`config.mk`:
```
export PLATFORM = sky130hd
export DESIGN_NAME = z80_memmap_decoder_flat
export DESIGN_NICKNAME = d
export VERILOG_FILES = /design/src/rtl/z80_memmap_decoder_if.sv /design/src/rtl/z80_memmap_decoder.sv /design/src/flat_wrapper.sv
export SDC_FILE = /design/constraint.sdc
export NUM_CORES = 1
export LEC_CHECK = 0
export CORE_UTILIZATION = 32
export CTS_BUF_LIST = sky130_fd_sc_hd__clkbuf_4
export DETAILED_ROUTE_END_ITERATION = 10
export GPL_TIMING_DRIVEN = 0
export PLACE_DENSITY = 0.68
export SYNTH_ARGS = -nofsm -noshare
export SYNTH_HDL_FRONTEND = slang
export SYNTH_SLANG_ARGS = --single-unit
```
`constraint.sdc`:
```
create_clock -name clk -period 2.9 [get_ports clk]
set_input_delay 0.87 -clock clk [delete_from_list [all_inputs] [get_ports clk]]
set_output_delay 0.87 -clock clk [all_outputs]
set_load 0.1 [all_outputs]
```
`src/rtl/z80_memmap_decoder_if.sv`:
```
// ---------------------------------------------------------------------------
// z80_memmap_decoder_if
// Bus bundle between a Z80-side driver and the memory-map decoder.
//   cen       : Z80-rate clock enable (driver -> decoder)
//   mreq_n    : Z80 MREQ, active low (driver -> decoder)
//   rfsh_n    : Z80 RFSH, active low (driver -> decoder)
//   addr      : Z80 address bus (driver -> decoder)
//   enable_n  : video-chip bus grant, active low (driver -> decoder)
//   cs_n      : chip selects, active low (decoder -> driver)
//   wait_n    : Z80 WAIT, active low (decoder -> driver)
//   multi_hit : one-clk pulse on overlapping decode (decoder -> driver)
// ---------------------------------------------------------------------------
interface z80_memmap_decoder_if #(
  parameter int ADDR_W      = 16,
  parameter int NUM_REGIONS = 8
);
  logic                   cen;
  logic                   mreq_n;
  logic                   rfsh_n;
  logic [ADDR_W-1:0]      addr;
  logic                   enable_n;
  logic [NUM_REGIONS-1:0] cs_n;
  logic                   wait_n;
  logic                   multi_hit;

  modport master (
    output cen, mreq_n, rfsh_n, addr, enable_n,
    input  cs_n, wait_n, multi_hit
  );

  modport slave (
    input  cen, mreq_n, rfsh_n, addr, enable_n,
    output cs_n, wait_n, multi_hit
  );
endinterface

```
`src/rtl/z80_memmap_decoder.sv`:
```
// ---------------------------------------------------------------------------
// z80_memmap_decoder
// Decodes Z80 memory cycles into per-region chip selects with optional
// wait-state insertion. A decode is taken on the first cen cycle that sees
// MREQ low after it was high (refresh cycles excluded); the winning region
// is captured there and held until MREQ is released.
// Ports:
//   clk   : system clock (only clock)
//   reset : synchronous active-high reset, honoured regardless of cen
//   bus   : z80_memmap_decoder_if.slave (cen, mreq_n, rfsh_n, addr,
//           enable_n in; cs_n, wait_n, multi_hit out, all registered)
// ---------------------------------------------------------------------------
module z80_memmap_decoder #(
  parameter int ADDR_W      = 16,
  parameter int NUM_REGIONS = 8,
  parameter int WS_W        = 2,
  parameter logic [NUM_REGIONS*ADDR_W-1:0] REGION_BASE =
    {16'hC000, 16'hB400, 16'hB000, 16'hA000, 16'h6000, 16'h4000, 16'h2000, 16'h0000},
  parameter logic [NUM_REGIONS*ADDR_W-1:0] REGION_MASK =
    {16'hE000, 16'hF400, 16'hF400, 16'hF000, 16'hE000, 16'hE000, 16'hE000, 16'hE000},
  parameter logic [NUM_REGIONS*WS_W-1:0] REGION_WS =
    {2'd1, 2'd0, 2'd0, 2'd0, 2'd0, 2'd0, 2'd0, 2'd0},
  parameter logic [NUM_REGIONS-1:0] REGION_GATED = 8'b0111_0000
) (
  input logic                 clk,
  input logic                 reset,
  z80_memmap_decoder_if.slave bus
);

  localparam int IDX_W = (NUM_REGIONS > 1) ? $clog2(NUM_REGIONS) : 1;
  localparam logic [NUM_REGIONS-1:0] CS_IDLE = {NUM_REGIONS{1'b1}};
  localparam logic [NUM_REGIONS-1:0] LSB_ONE = NUM_REGIONS'(1'b1);

  typedef enum logic [1:0] {
    S_IDLE   = 2'd0,
    S_WAIT   = 2'd1,
    S_ACTIVE = 2'd2,
    S_MISS   = 2'd3
  } state_t;

  state_t                 state_q;
  logic                   mreq_prev_q;  // mreq_n as seen on the last cen cycle
  logic                   armed_q;      // set once mreq_n has been seen high since reset
  logic [WS_W-1:0]        cnt_q;
  logic [IDX_W-1:0]       win_q;
  logic [NUM_REGIONS-1:0] cs_n_q;
  logic                   wait_n_q;
  logic                   multi_hit_q;

  logic [NUM_REGIONS-1:0] match_s;
  logic [IDX_W-1:0]       win_idx_s;
  logic [WS_W-1:0]        win_ws_s;
  logic                   any_s;
  logic                   multi_s;
  logic                   trigger_s;

  // Active-low select vector with only the given region asserted.
  function automatic logic [NUM_REGIONS-1:0] cs_for(input logic [IDX_W-1:0] idx);
    return ~(LSB_ONE << idx);
  endfunction

  // Per-region address/grant match against the live bus.
  always_comb begin
    match_s = {NUM_REGIONS{1'b0}};
    for (int i = 0; i < NUM_REGIONS; i++) begin
      match_s[i] = ((bus.addr & REGION_MASK[i*ADDR_W +: ADDR_W]) ==
                    (REGION_BASE[i*ADDR_W +: ADDR_W] & REGION_MASK[i*ADDR_W +: ADDR_W])) &&
                   (!REGION_GATED[i] || !bus.enable_n);
    end
  end

  // Lowest-index match wins; scan from the top so lower indices overwrite.
  always_comb begin
    win_idx_s = {IDX_W{1'b0}};
    win_ws_s  = {WS_W{1'b0}};
    for (int i = NUM_REGIONS - 1; i >= 0; i--) begin
      win_idx_s = match_s[i] ? IDX_W'(i) : win_idx_s;
      win_ws_s  = match_s[i] ? REGION_WS[i*WS_W +: WS_W] : win_ws_s;
    end
  end

  assign any_s   = |match_s;
  // Clearing the lowest set bit leaves something only if two or more matched.
  assign multi_s = |(match_s & (match_s - LSB_ONE));
  // Falling MREQ edge outside refresh; armed_q blocks a cycle already in
  // progress when reset releases.
  assign trigger_s = armed_q && mreq_prev_q && !bus.mreq_n && bus.rfsh_n;

  // Bus-cycle FSM with registered chip selects, WAIT and overlap pulse.
  always_ff @(posedge clk) begin
    if (reset) begin
      state_q     <= S_IDLE;
      mreq_prev_q <= 1'b1;
      armed_q     <= 1'b0;
      cnt_q       <= {WS_W{1'b0}};
      win_q       <= {IDX_W{1'b0}};
      cs_n_q      <= CS_IDLE;
      wait_n_q    <= 1'b1;
      multi_hit_q <= 1'b0;
    end else begin
      multi_hit_q <= 1'b0;
      if (bus.cen) begin
        mreq_prev_q <= bus.mreq_n;
        if (bus.mreq_n) begin
          armed_q <= 1'b1;
        end
        case (state_q)
          S_IDLE: begin
            if (trigger_s) begin
              // Only the winner is kept; address and grant are not
              // consulted again for the rest of the bus cycle.
              win_q       <= win_idx_s;
              multi_hit_q <= multi_s;
              if (!any_s) begin
                state_q <= S_MISS;
              end else if (win_ws_s != {WS_W{1'b0}}) begin
                state_q  <= S_WAIT;
                cnt_q    <= win_ws_s;
                cs_n_q   <= cs_for(win_idx_s);
                wait_n_q <= 1'b0;
              end else begin
                state_q <= S_ACTIVE;
                cs_n_q  <= cs_for(win_idx_s);
              end
            end
          end
          S_WAIT: begin
            // MREQ release is deliberately not looked at until WAIT ends.
            if (cnt_q <= WS_W'(1'b1)) begin
              state_q  <= S_ACTIVE;
              cnt_q    <= {WS_W{1'b0}};
              cs_n_q   <= cs_for(win_q);
              wait_n_q <= 1'b1;
            end else begin
              cnt_q <= cnt_q - WS_W'(1'b1);
            end
          end
          S_ACTIVE: begin
            if (bus.mreq_n) begin
              state_q <= S_IDLE;
              cs_n_q  <= CS_IDLE;
            end
          end
          S_MISS: begin
            if (bus.mreq_n) begin
              state_q <= S_IDLE;
            end
          end
          default: begin
            state_q  <= S_IDLE;
            cs_n_q   <= CS_IDLE;
            wait_n_q <= 1'b1;
          end
        endcase
      end
    end
  end

  assign bus.cs_n      = cs_n_q;
  assign bus.wait_n    = wait_n_q;
  assign bus.multi_hit = multi_hit_q;

endmodule

```
`src/flat_wrapper.sv`:
```
// flat-port wrapper written by rule: the top's interface ports become plain ports
module z80_memmap_decoder_flat 
#(
  parameter int ADDR_W      = 16,
  parameter int NUM_REGIONS = 8,
  parameter int WS_W        = 2,
  parameter logic [NUM_REGIONS*ADDR_W-1:0] REGION_BASE =
    {16'hC000, 16'hB400, 16'hB000, 16'hA000, 16'h6000, 16'h4000, 16'h2000, 16'h0000},
  parameter logic [NUM_REGIONS*ADDR_W-1:0] REGION_MASK =
    {16'hE000, 16'hF400, 16'hF400, 16'hF000, 16'hE000, 16'hE000, 16'hE000, 16'hE000},
  parameter logic [NUM_REGIONS*WS_W-1:0] REGION_WS =
    {2'd1, 2'd0, 2'd0, 2'd0, 2'd0, 2'd0, 2'd0, 2'd0},
  parameter logic [NUM_REGIONS-1:0] REGION_GATED = 8'b0111_0000
)
  (clk, reset, bus_cen, bus_mreq_n, bus_rfsh_n, bus_addr, bus_enable_n, bus_cs_n, bus_wait_n, bus_multi_hit);
  z80_memmap_decoder_if #(.ADDR_W(ADDR_W), .NUM_REGIONS(NUM_REGIONS)) bus_i ();
  input logic clk;
  input logic reset;
  input wire logic [$bits(bus_i.cen)-1:0] bus_cen;
  input wire logic [$bits(bus_i.mreq_n)-1:0] bus_mreq_n;
  input wire logic [$bits(bus_i.rfsh_n)-1:0] bus_rfsh_n;
  input wire logic [$bits(bus_i.addr)-1:0] bus_addr;
  input wire logic [$bits(bus_i.enable_n)-1:0] bus_enable_n;
  output wire logic [$bits(bus_i.cs_n)-1:0] bus_cs_n;
  output wire logic [$bits(bus_i.wait_n)-1:0] bus_wait_n;
  output wire logic [$bits(bus_i.multi_hit)-1:0] bus_multi_hit;
  assign bus_i.cen = bus_cen;
  assign bus_i.mreq_n = bus_mreq_n;
  assign bus_i.rfsh_n = bus_rfsh_n;
  assign bus_i.addr = bus_addr;
  assign bus_i.enable_n = bus_enable_n;
  assign bus_cs_n = bus_i.cs_n;
  assign bus_wait_n = bus_i.wait_n;
  assign bus_multi_hit = bus_i.multi_hit;
  z80_memmap_decoder #(.ADDR_W(ADDR_W), .NUM_REGIONS(NUM_REGIONS), .WS_W(WS_W), .REGION_BASE(REGION_BASE), .REGION_MASK(REGION_MASK), .REGION_WS(REGION_WS), .REGION_GATED(REGION_GATED)) u_core (.clk(clk), .reset(reset), .bus(bus_i));
endmodule
```
==> metrics.cfg, run 1 <==
[outcome]
status=complete, no violations

[yosys]
yosys.area_share.simple_pct=22.58
synthMuxAreaShare_pct=0.8899
ys_types=39
synth.yosys.warnings=0
synthArstFlopShare_pct=0
synth-xor-area-share_pct=0
yosysMostFrequentCell=o21ai_0
netlist_top_cells_count=21 x o21ai_0, 19 x dfxtp_1, 10 x nand2_1, 8 x a21oi_1
ys_seq_elements=19
synth_edf_count=0
synth_top_cells_by_area=dfxtp_1 34%, o21ai_0 9.3%, ha_1 5.6%, o211ai_1 4.7%, a21oi_1 3.6%
synth_ff_type=dfxtp_1
synth_area_sq_um=1125
synth_cells=137
synth_compound_area_share_pct=30.48
seq_area_frac_synth_pct=33.82
yosysTopAreaCell=dfxtp_1
synth_top_family_by_area=compound AO/OA/AOI/OAI gates
synth-adder-area-share_pct=5.562
synth_nets=164
synth_top_area_share_pct=33.82
syn_avg_cell_area_sq_um=8.210

[grt]
grt_pass1_wl_microns=4657
grt_max_degree=12
grt-ovfl-total=0
grtUsageMet2_pct=26.55
antenna_found_initial=0
met1_usage_pct=22.87
grt_usage_pct=16.81
met3_usage_pct=4.412
first_global_vias=1016
busiest_layer=met2

[drt]
drt_first_iter_violations=59
via_per_inst=5.186
drt-total-wl_microns=2660
drtAntennaViolNets=0
dr.pass1.iters=4
wl_per_cell_microns=13.04
num_vias=1058
drc_errors=0

[sta]
finalHoldViolations=0
rsz0062_at_grt=false
maxSlewHeadroom_pct=35.50
setup_violations=0
tightestPinTransition_ns=0.9645
fin_ws_ns=0.09522
finalCritPeriodShare_pct=96.72
fin_skew_ns=0.0009328
clock.fmax_mhz=356.5
period_minus_slack_ns=2.805
slew_viol_final=0

[critical_path]
regToRegSetupSlack_ns=0.89
required_ns=3.11
path_max_fanout=9
r2r-end=u_core.state_q[1]
path_class=in -> reg
cp.arrival_ns=3.01
r2r_cells=7
r2r-start=u_core.state_q[1]
worstSetupStartpointType=input port
crit_path_end_kind=flop

[pwr]
vdd_ir_drop_max_v=0.0002615
p_leak_nw=0.5183
power_density_nw_per_um2=409.4

[die]
start_util_pct=33.44
io_pins=32
die_area_sq_um=3756
die_w_microns=61.29
fp.coreArea_sq_um=3363
die_y_microns=61.29
placementRows=21

[worst_hold_path]
worstHoldPathType=reg -> reg
hp-start=u_core.bus.wait_n
min_to=u_core.bus.wait_n
min_path_cells=1

[finish]
drive_above_1_share_pct=5.063
area_growth_pct=22.69
nFillCells=371
nets=186
n_antenna_cell=0
final_cells=204

[placed_design]
dp_hpwl_microns=2042
routabilityCongestion=0.8290
dp_cells=200
dp_slack_ns=-0.2527
io_buffer_count=17

[cts]
post_cts_buffers=0
numClockSinks=19
cts_hold_buf=0
clockRootBuffer=clkbuf_4
cts_resized=0
htree_num_levels=1
cts_buffers=3
clock_latency_ns=0.31
clkTransAtPathRegs_ns=0.11
cts_tree=yes
cts_buffer_depth=2

[flow_run]
cap_violations=0

-- area by class of cell --
| class | instances | area, sq um | area share (%) |
|---|---|---|---|
| multi-input cells | 104 | 673.1 | 48.78 |
| flip-flops and latches | 19 | 380.4 | 27.56 |
| repair buffers | 17 | 170.2 | 12.33 |
| well taps | 46 | 57.56 | 4.170 |
| plain buffers | 7 | 45.04 | 3.264 |
| inverters | 7 | 26.28 | 1.904 |
| clock buffers | 3 | 22.52 | 1.632 |
| clock inverters | 1 | 5.005 | 0.3626 |
-- layer usage --
layer / vias up / share of wire [%]
li1: 547 / -
met1: 487 / 50
met2: 20 / 45
met3: 4 / 3.8
met4: 0 / 0.90
met5: - / 0
-- sequential cells by signal, indices dropped and copies added (netlist names) --
register	flops
u_core.cnt_q	2
u_core.state_q	2
u_core.armed_q	1
u_core.bus.multi_hit	1
u_core.bus.wait_n	1
u_core.mreq_prev_q	1
u_core.bus.cs_n	8
u_core.win_q	3
-- logic make-up (layout without fill, tap and decap cells) --
family | count (synthesis) | after routing
other | 1 | 1
buffers and inverters | 14 | 35
adders and majority gates | 5 | 5
AOI/OAI and AO/OA | 51 | 51
and+or+nand+nor | 46 | 46
muxes | 1 | 1
DFF | 19 | 19
-- worst max-delay path, stage by stage --
cell and delay, ns:
clkdlybuf4s50_1 0.56, or3b_1 0.44, buf_6 0.15, a41o_4 0.30, or2_0 0.21, buf_6 0.14
a221o_1 0.33
-- stage by stage --
| stage | power [mW] | area, sq um | setup TNS (ns) | util (%) | hold slack, ns |
|---|---|---|---|---|---|
| floorplan | 0.3897 | 1125 | 0 | - | 0.4296 |
| CTS | 0.5752 | 1380 | 0 | 41.03 | 0.4840 |
| global route | 0.6020 | 1380 | 0 | 41.03 | 0.5013 |
| global placement | 0.4301 | 1353 | -0.2192 | 40.22 | 0.4434 |
| detailed placement | 0.4326 | 1353 | -0.5448 | 40.22 | 0.4564 |
| finish | 0.5650 | 1380 | 0 | 41.03 | 0.4799 |
-- report_power, final --
group	internal, mW	switching, mW	leakage, nW
sequential	0.270	0.00558	0.155
clock	0.0516	0.0871	0.0177
combinational	0.0509	0.0994	0.346
-- cells in the final DEF, fill, tap and decap left out, types with 2 or more instances in the layout --
master and n:
and3_1 3, nor2_1 7, clkdlybuf4s50_1 17, o41ai_1 2, ha_1 5, nand2b_1 5
o211ai_1 7, nor3_1 5, clkbuf_4 3, a211oi_1 2, nand2_1 10, o31ai_1 2
inv_1 6, clkbuf_1 4, nor2b_1 2, a21oi_1 8, buf_6 2, nand3_1 3
dfxtp_1 19, and3b_1 3, o21ai_0 21, nor3b_1 2
-- worst max-delay path by stage --
stage,startpoint,end
after floorplan,bus_addr[13],u_core.bus.cs_n[0]
after global placement,bus_addr[14],u_core.bus.cs_n[0]
after detailed placement,bus_addr[14],u_core.bus.cs_n[0]
after CTS,bus_addr[14],u_core.bus.cs_n[0]
after global routing,bus_addr[14],u_core.bus.cs_n[0]
final,bus_addr[14],u_core.bus.cs_n[0]
Note: power is estimated with default switching activity, not from simulation.
==> run 2: changes to the inputs <==
Settings changed: GPL_TIMING_DRIVEN 0 to not set.
==> run 2 against run 1 <==
- global-route usage is 0.50 points lower
- wire length is 1.1% higher
- critical path depth is 2 lower
- die area stayed put
- cell count is 0.98% higher
- critical endpoint unchanged
- clock power hardly changed
- fmax is 14% higher
==> metrics.cfg, run 2 (synthesized netlist as in run 1, its figures left out) <==
[critical_path]
crit_chain=clkdlybuf4s50_1, or3b_1, a41o_4, or2_0, a221o_1
path_max_fanout=9  ; unchanged
worstSetupStartpointType=input port
worst_path_max_delay_cell=clkdlybuf4s50_1
cp.arrival_ns=2.66  ; -0.35 ns
required_ns=3.10  ; about the same
max_stage_delay_ns=0.46  ; -0.10 ns
path_class=in -> reg
crit_path_end_kind=flop

[die]
placementRows=21  ; unchanged
die_area_sq_um=3756  ; unchanged
fp.coreArea_sq_um=3363  ; unchanged
die_w_microns=61.29  ; unchanged
die_y_microns=61.29  ; unchanged
io_pins=32  ; unchanged
start_util_pct=33.44  ; unchanged

[finish]
seq_area_sq_um=380.4  ; unchanged
nFillCells=372  ; +0.27%
final_common_cell=o21ai_0
nets=188  ; +1.1%
area_growth_pct=23.14
drive_above_1_share_pct=13.13  ; +8.1 points
multi_input_area_sq_um=673.1  ; unchanged
largest_register_ffs=8  ; unchanged
mostFrequentLayoutCells=21 x o21ai_0, 19 x dfxtp_1, 16 x buf_4
n_antenna_cell=0  ; unchanged

[drt]
drc_errors=0  ; unchanged
dr.pass1.iters=5  ; +1
num_vias=1075  ; +1.6%
via_per_inst=5.218  ; +0.62%
wl_per_cell_microns=13.06  ; +0.15%
drtAntennaViolNets=0  ; unchanged
drt_first_iter_violations=72  ; +22%
drt-total-wl_microns=2690  ; +1.1%

[cts]
clockRootBuffer=clkbuf_4
clkTransAtPathRegs_ns=0.11  ; about the same
cts_hold_buf=0  ; unchanged
numClockSinks=19  ; unchanged
cts_resized=0  ; unchanged
htree_num_levels=1  ; unchanged
post_cts_buffers=0  ; unchanged
cts_buffer_depth=2  ; unchanged
clock_latency_ns=0.30  ; about the same
cts_buffers=3  ; unchanged
cts_tree=yes

[sta]
clock.fmax_mhz=407.6  ; +14%
fin_skew_ns=0.003600  ; +0.002667 ns
slew_viol_final=0  ; unchanged
fin_tns_setup_ns=0  ; unchanged
fin_ws_ns=0.4469  ; +0.3516 ns
setup_violations=0  ; unchanged
finalHoldViolations=0  ; unchanged
rsz0062_at_grt=false
finalCritPeriodShare_pct=84.59  ; -12 points
tightestPinTransition_ns=0.5473  ; -0.4173 ns
period_minus_slack_ns=2.453  ; -0.3516 ns
maxSlewHeadroom_pct=63.48  ; +28 points

[pwr]
power_density_nw_per_um2=410.1  ; +0.17%
p_leak_nw=0.5345  ; +3.1%
vdd_ir_drop_max_v=0.0002378  ; -9.1%

[grt]
grt_pass1_wl_microns=4533  ; -2.7%
first_global_vias=980  ; -3.5%
antenna_found_initial=0  ; unchanged
grt_max_degree=12  ; unchanged
grt_usage_pct=16.30  ; -0.50 points
grt-ovfl-total=0  ; unchanged

[placed_design]
io_buffer_count=20  ; +3
routabilityCongestion=0.8912  ; +7.5%
dp_slack_ns=0.1396  ; +0.3922 ns
dp_hpwl_microns=2068  ; +1.3%

[worst_hold_path]
worstHoldPathType=reg -> reg

[flow_run]
cap_violations=0  ; unchanged

[outcome]
status=complete, no violations

==> run 2: cell types whose count changed in the layout (fill, tap and decap cells not counted), sizes merged <==
cell | previous run | this run
clkdlybuf4s50 | 17 | 10
clkbuf | 7 | 3
buf | 3 | 16
==> run 2: layout make-up <==
type | instances | area share [%]
flip-flops and latches | 19 | 27.46
well taps | 46 | 4.155
clock inverters | 1 | 0.3613
repair buffers | 26 | 15.90
inverters | 7 | 1.897
multi-input cells | 104 | 48.60
clock buffers | 3 | 1.626
==> run 2: worst max-delay path: cells and delay by family <==
kind            cells  cell delay (ns)
compound gates      2             0.69
buf+inv             1             0.46
simple gates        2             0.64
==> run 2: worst paths after layout <==
check,start,end,slack (ns),depth (start not counted)
max,bus_enable_n,u_core.bus.cs_n[0],0.45,5
min,u_core.mreq_prev_q,u_core.mreq_prev_q,0.49,2
max reg2reg,u_core.state_q[1],u_core.bus.cs_n[0],0.94,6
min reg2reg,u_core.mreq_prev_q,u_core.mreq_prev_q,0.49,2
==> run 2: metal layers <==
metal / vias up / track usage [%] / wire length (microns)
li1: 549 / - / -
met1: 497 / 20.79 / 1237
met2: 25 / 27.48 / 1310
met3: 4 / 4.202 / 120
met4: 0 / 3.896 / 22
met5: - / 0 / 0
==> run 2: through the flow <==
stage                     cell area [sq um]  total power, mW  hold slack, ns  util [%]  instances
after floorplan                        1125           0.3897          0.4296         -        137
after global placement                 1358           0.4315          0.4423     40.36        202
after detailed placement               1358           0.4357          0.4630     40.36        202
after CTS                              1385           0.5717          0.4915     41.18        206
after global routing                   1385           0.6012          0.5113     41.18        206
final                                  1385           0.5680          0.4879     41.18        206
==> run 2: power breakdown <==
group          leakage [nW]  internal, mW  switching [mW]
sequential            0.155         0.270         0.00608
clock                0.0177        0.0514          0.0859
combinational         0.362        0.0535           0.101
total                 0.535         0.375           0.193
==> run 3: changes to the inputs <==
Clock period 2.9 ns to 2.4 ns, I/O delays scaled along.
==> run 3 against run 2 <==
- critical path depth unchanged
- global-route usage shrank 0.095 points
- sequential power increased by 21%
- highest routed layer unchanged
- via count is 5.9% higher
- largest power group unchanged
- largest cell class unchanged
==> metrics.cfg, run 3 (synthesized netlist as in run 1, its figures left out) <==
[grt]
grt-ovfl-total=0  ; unchanged
first_global_vias=1015  ; +3.6%
grt_pass1_wl_microns=4505  ; -0.62%
antenna_found_initial=0  ; unchanged
grt_max_degree=12  ; unchanged
grt_usage_pct=16.21  ; -0.095 points

[placed_design]
dp_slack_ns=-0.1786  ; -0.3182 ns
dp_hpwl_microns=2170  ; +4.9%
io_buffer_count=20  ; unchanged
placed_area_sq_um=1425  ; +5.0%
dp_cells=211  ; +4.5%
routabilityCongestion=0.8884  ; -0.31%

[die]
fp.coreArea_sq_um=3363  ; unchanged
die_area_sq_um=3756  ; unchanged
start_util_pct=33.44  ; unchanged
die_y_microns=61.29  ; unchanged
io_pins=32  ; unchanged
die_w_microns=61.29  ; unchanged
placementRows=21  ; unchanged

[critical_path]
required_ns=2.60  ; -0.50 ns
worstSetupStartpointType=input port
path_class=in -> reg
cp.arrival_ns=2.46  ; -0.20 ns
r2r_cells=7  ; +1
crit_path_end_kind=flop
path_max_fanout=2  ; -7
worst_path_max_delay_cell=clkdlybuf4s50_1
crit_chain=clkdlybuf4s50_1, or3b_1, a41o_4, or2_0, a221o_1
max_stage_delay_ns=0.47  ; about the same

[drt]
num_vias=1138  ; +5.9%
drt-total-wl_microns=2782  ; +3.4%
drc_errors=0  ; unchanged
via_per_inst=5.293  ; +1.4%
drt_first_iter_violations=58  ; -19%
drtAntennaViolNets=0  ; unchanged
wl_per_cell_microns=12.94  ; -0.91%
dr.pass1.iters=4  ; -1

[sta]
fin_skew_ns=0.005812  ; +0.002212 ns
fin_ws_ns=0.1433  ; -0.3036 ns
period_minus_slack_ns=2.257
rsz0062_at_grt=false
finalCritPeriodShare_pct=94.03
setup_violations=0  ; unchanged
fin_tns_setup_ns=0  ; unchanged
slew_viol_final=0  ; unchanged
finalHoldViolations=0  ; unchanged
clock.fmax_mhz=443.1
hold_slack_ns=0.4818  ; -0.006147 ns

[outcome]
status=complete, no violations

[cts]
clock_latency_ns=0.30  ; about the same
cts_buffer_depth=2  ; unchanged
numClockSinks=19  ; unchanged
clockRootBuffer=clkbuf_4
cts_buffers=3  ; unchanged
cts_hold_buf=0  ; unchanged
cts_resized=0  ; unchanged
post_cts_buffers=0  ; unchanged
cts_tree=yes
clkTransAtPathRegs_ns=0.11  ; about the same
htree_num_levels=1  ; unchanged

[finish]
n_antenna_cell=0  ; unchanged
final_common_cell=buf_4
stdcell_area_sq_um=1453  ; +4.9%
final_cells=215  ; +4.4%
fin_util_pct=43.19  ; +2.0 points
largest_register_ffs=8  ; unchanged
nets=197  ; +4.8%
mostFrequentLayoutCells=25 x buf_4, 21 x o21ai_0, 19 x dfxtp_1
area_growth_pct=29.14
drive_above_1_share_pct=17.75  ; +4.6 points

[pwr]
power_density_nw_per_um2=479.8  ; +17%
vdd_ir_drop_max_v=0.0002654  ; +12%
p_leak_nw=0.5783  ; +8.2%
power_mw=0.6970  ; +23%

[flow_run]
cap_violations=0  ; unchanged

[worst_hold_path]
min_path_cells=2  ; unchanged
worstHoldPathType=reg -> reg

run 3: cell types whose count changed in the layout (fill, tap and decap cells not counted):
cell,previous run,this run
buf_4,16,25
run 3: path summary, 6_finish.rpt:
path | from | to | slack (ns)
max | bus_addr[13] | u_core.bus.cs_n[0] | 0.14
min | u_core.armed_q | u_core.armed_q | 0.48
max reg2reg | u_core.state_q[0] | u_core.state_q[0] | 0.47
min reg2reg | u_core.armed_q | u_core.armed_q | 0.48
run 3: metal layers:
layer / share of wire, % / GRT usage (%)
met2: 47 / 27.64
met1: 45 / 19.62
met5: 0 / 0
met3: 5.9 / 4.622
met4: 2.0 / 5.195
run 3: area by class of cell:
cell class	count	area, sq um
inverter	7	26.28
clock inverter	1	5.005
multi-input combinational	104	673.1
timing repair buffer	35	287.8
tap	46	57.56
clock buffer	3	22.52
sequential	19	380.4
fill	352	1911
run 3: report_power, final:
group | switching, mW | internal (mW) | total (mW) | leakage [nW]
clock network | 0.102 | 0.0622 | 0.164 | 0.0177
logic | 0.125 | 0.0744 | 0.199 | 0.406
registers | 0.00722 | 0.327 | 0.334 | 0.155
run 3: worst max-delay path, delay by kind of cell:
kind	cells	cell delay (ns)
AO/OA/AOI/OAI	2	0.66
buffers and inverters	1	0.47
AND/OR/NAND/NOR	2	0.62
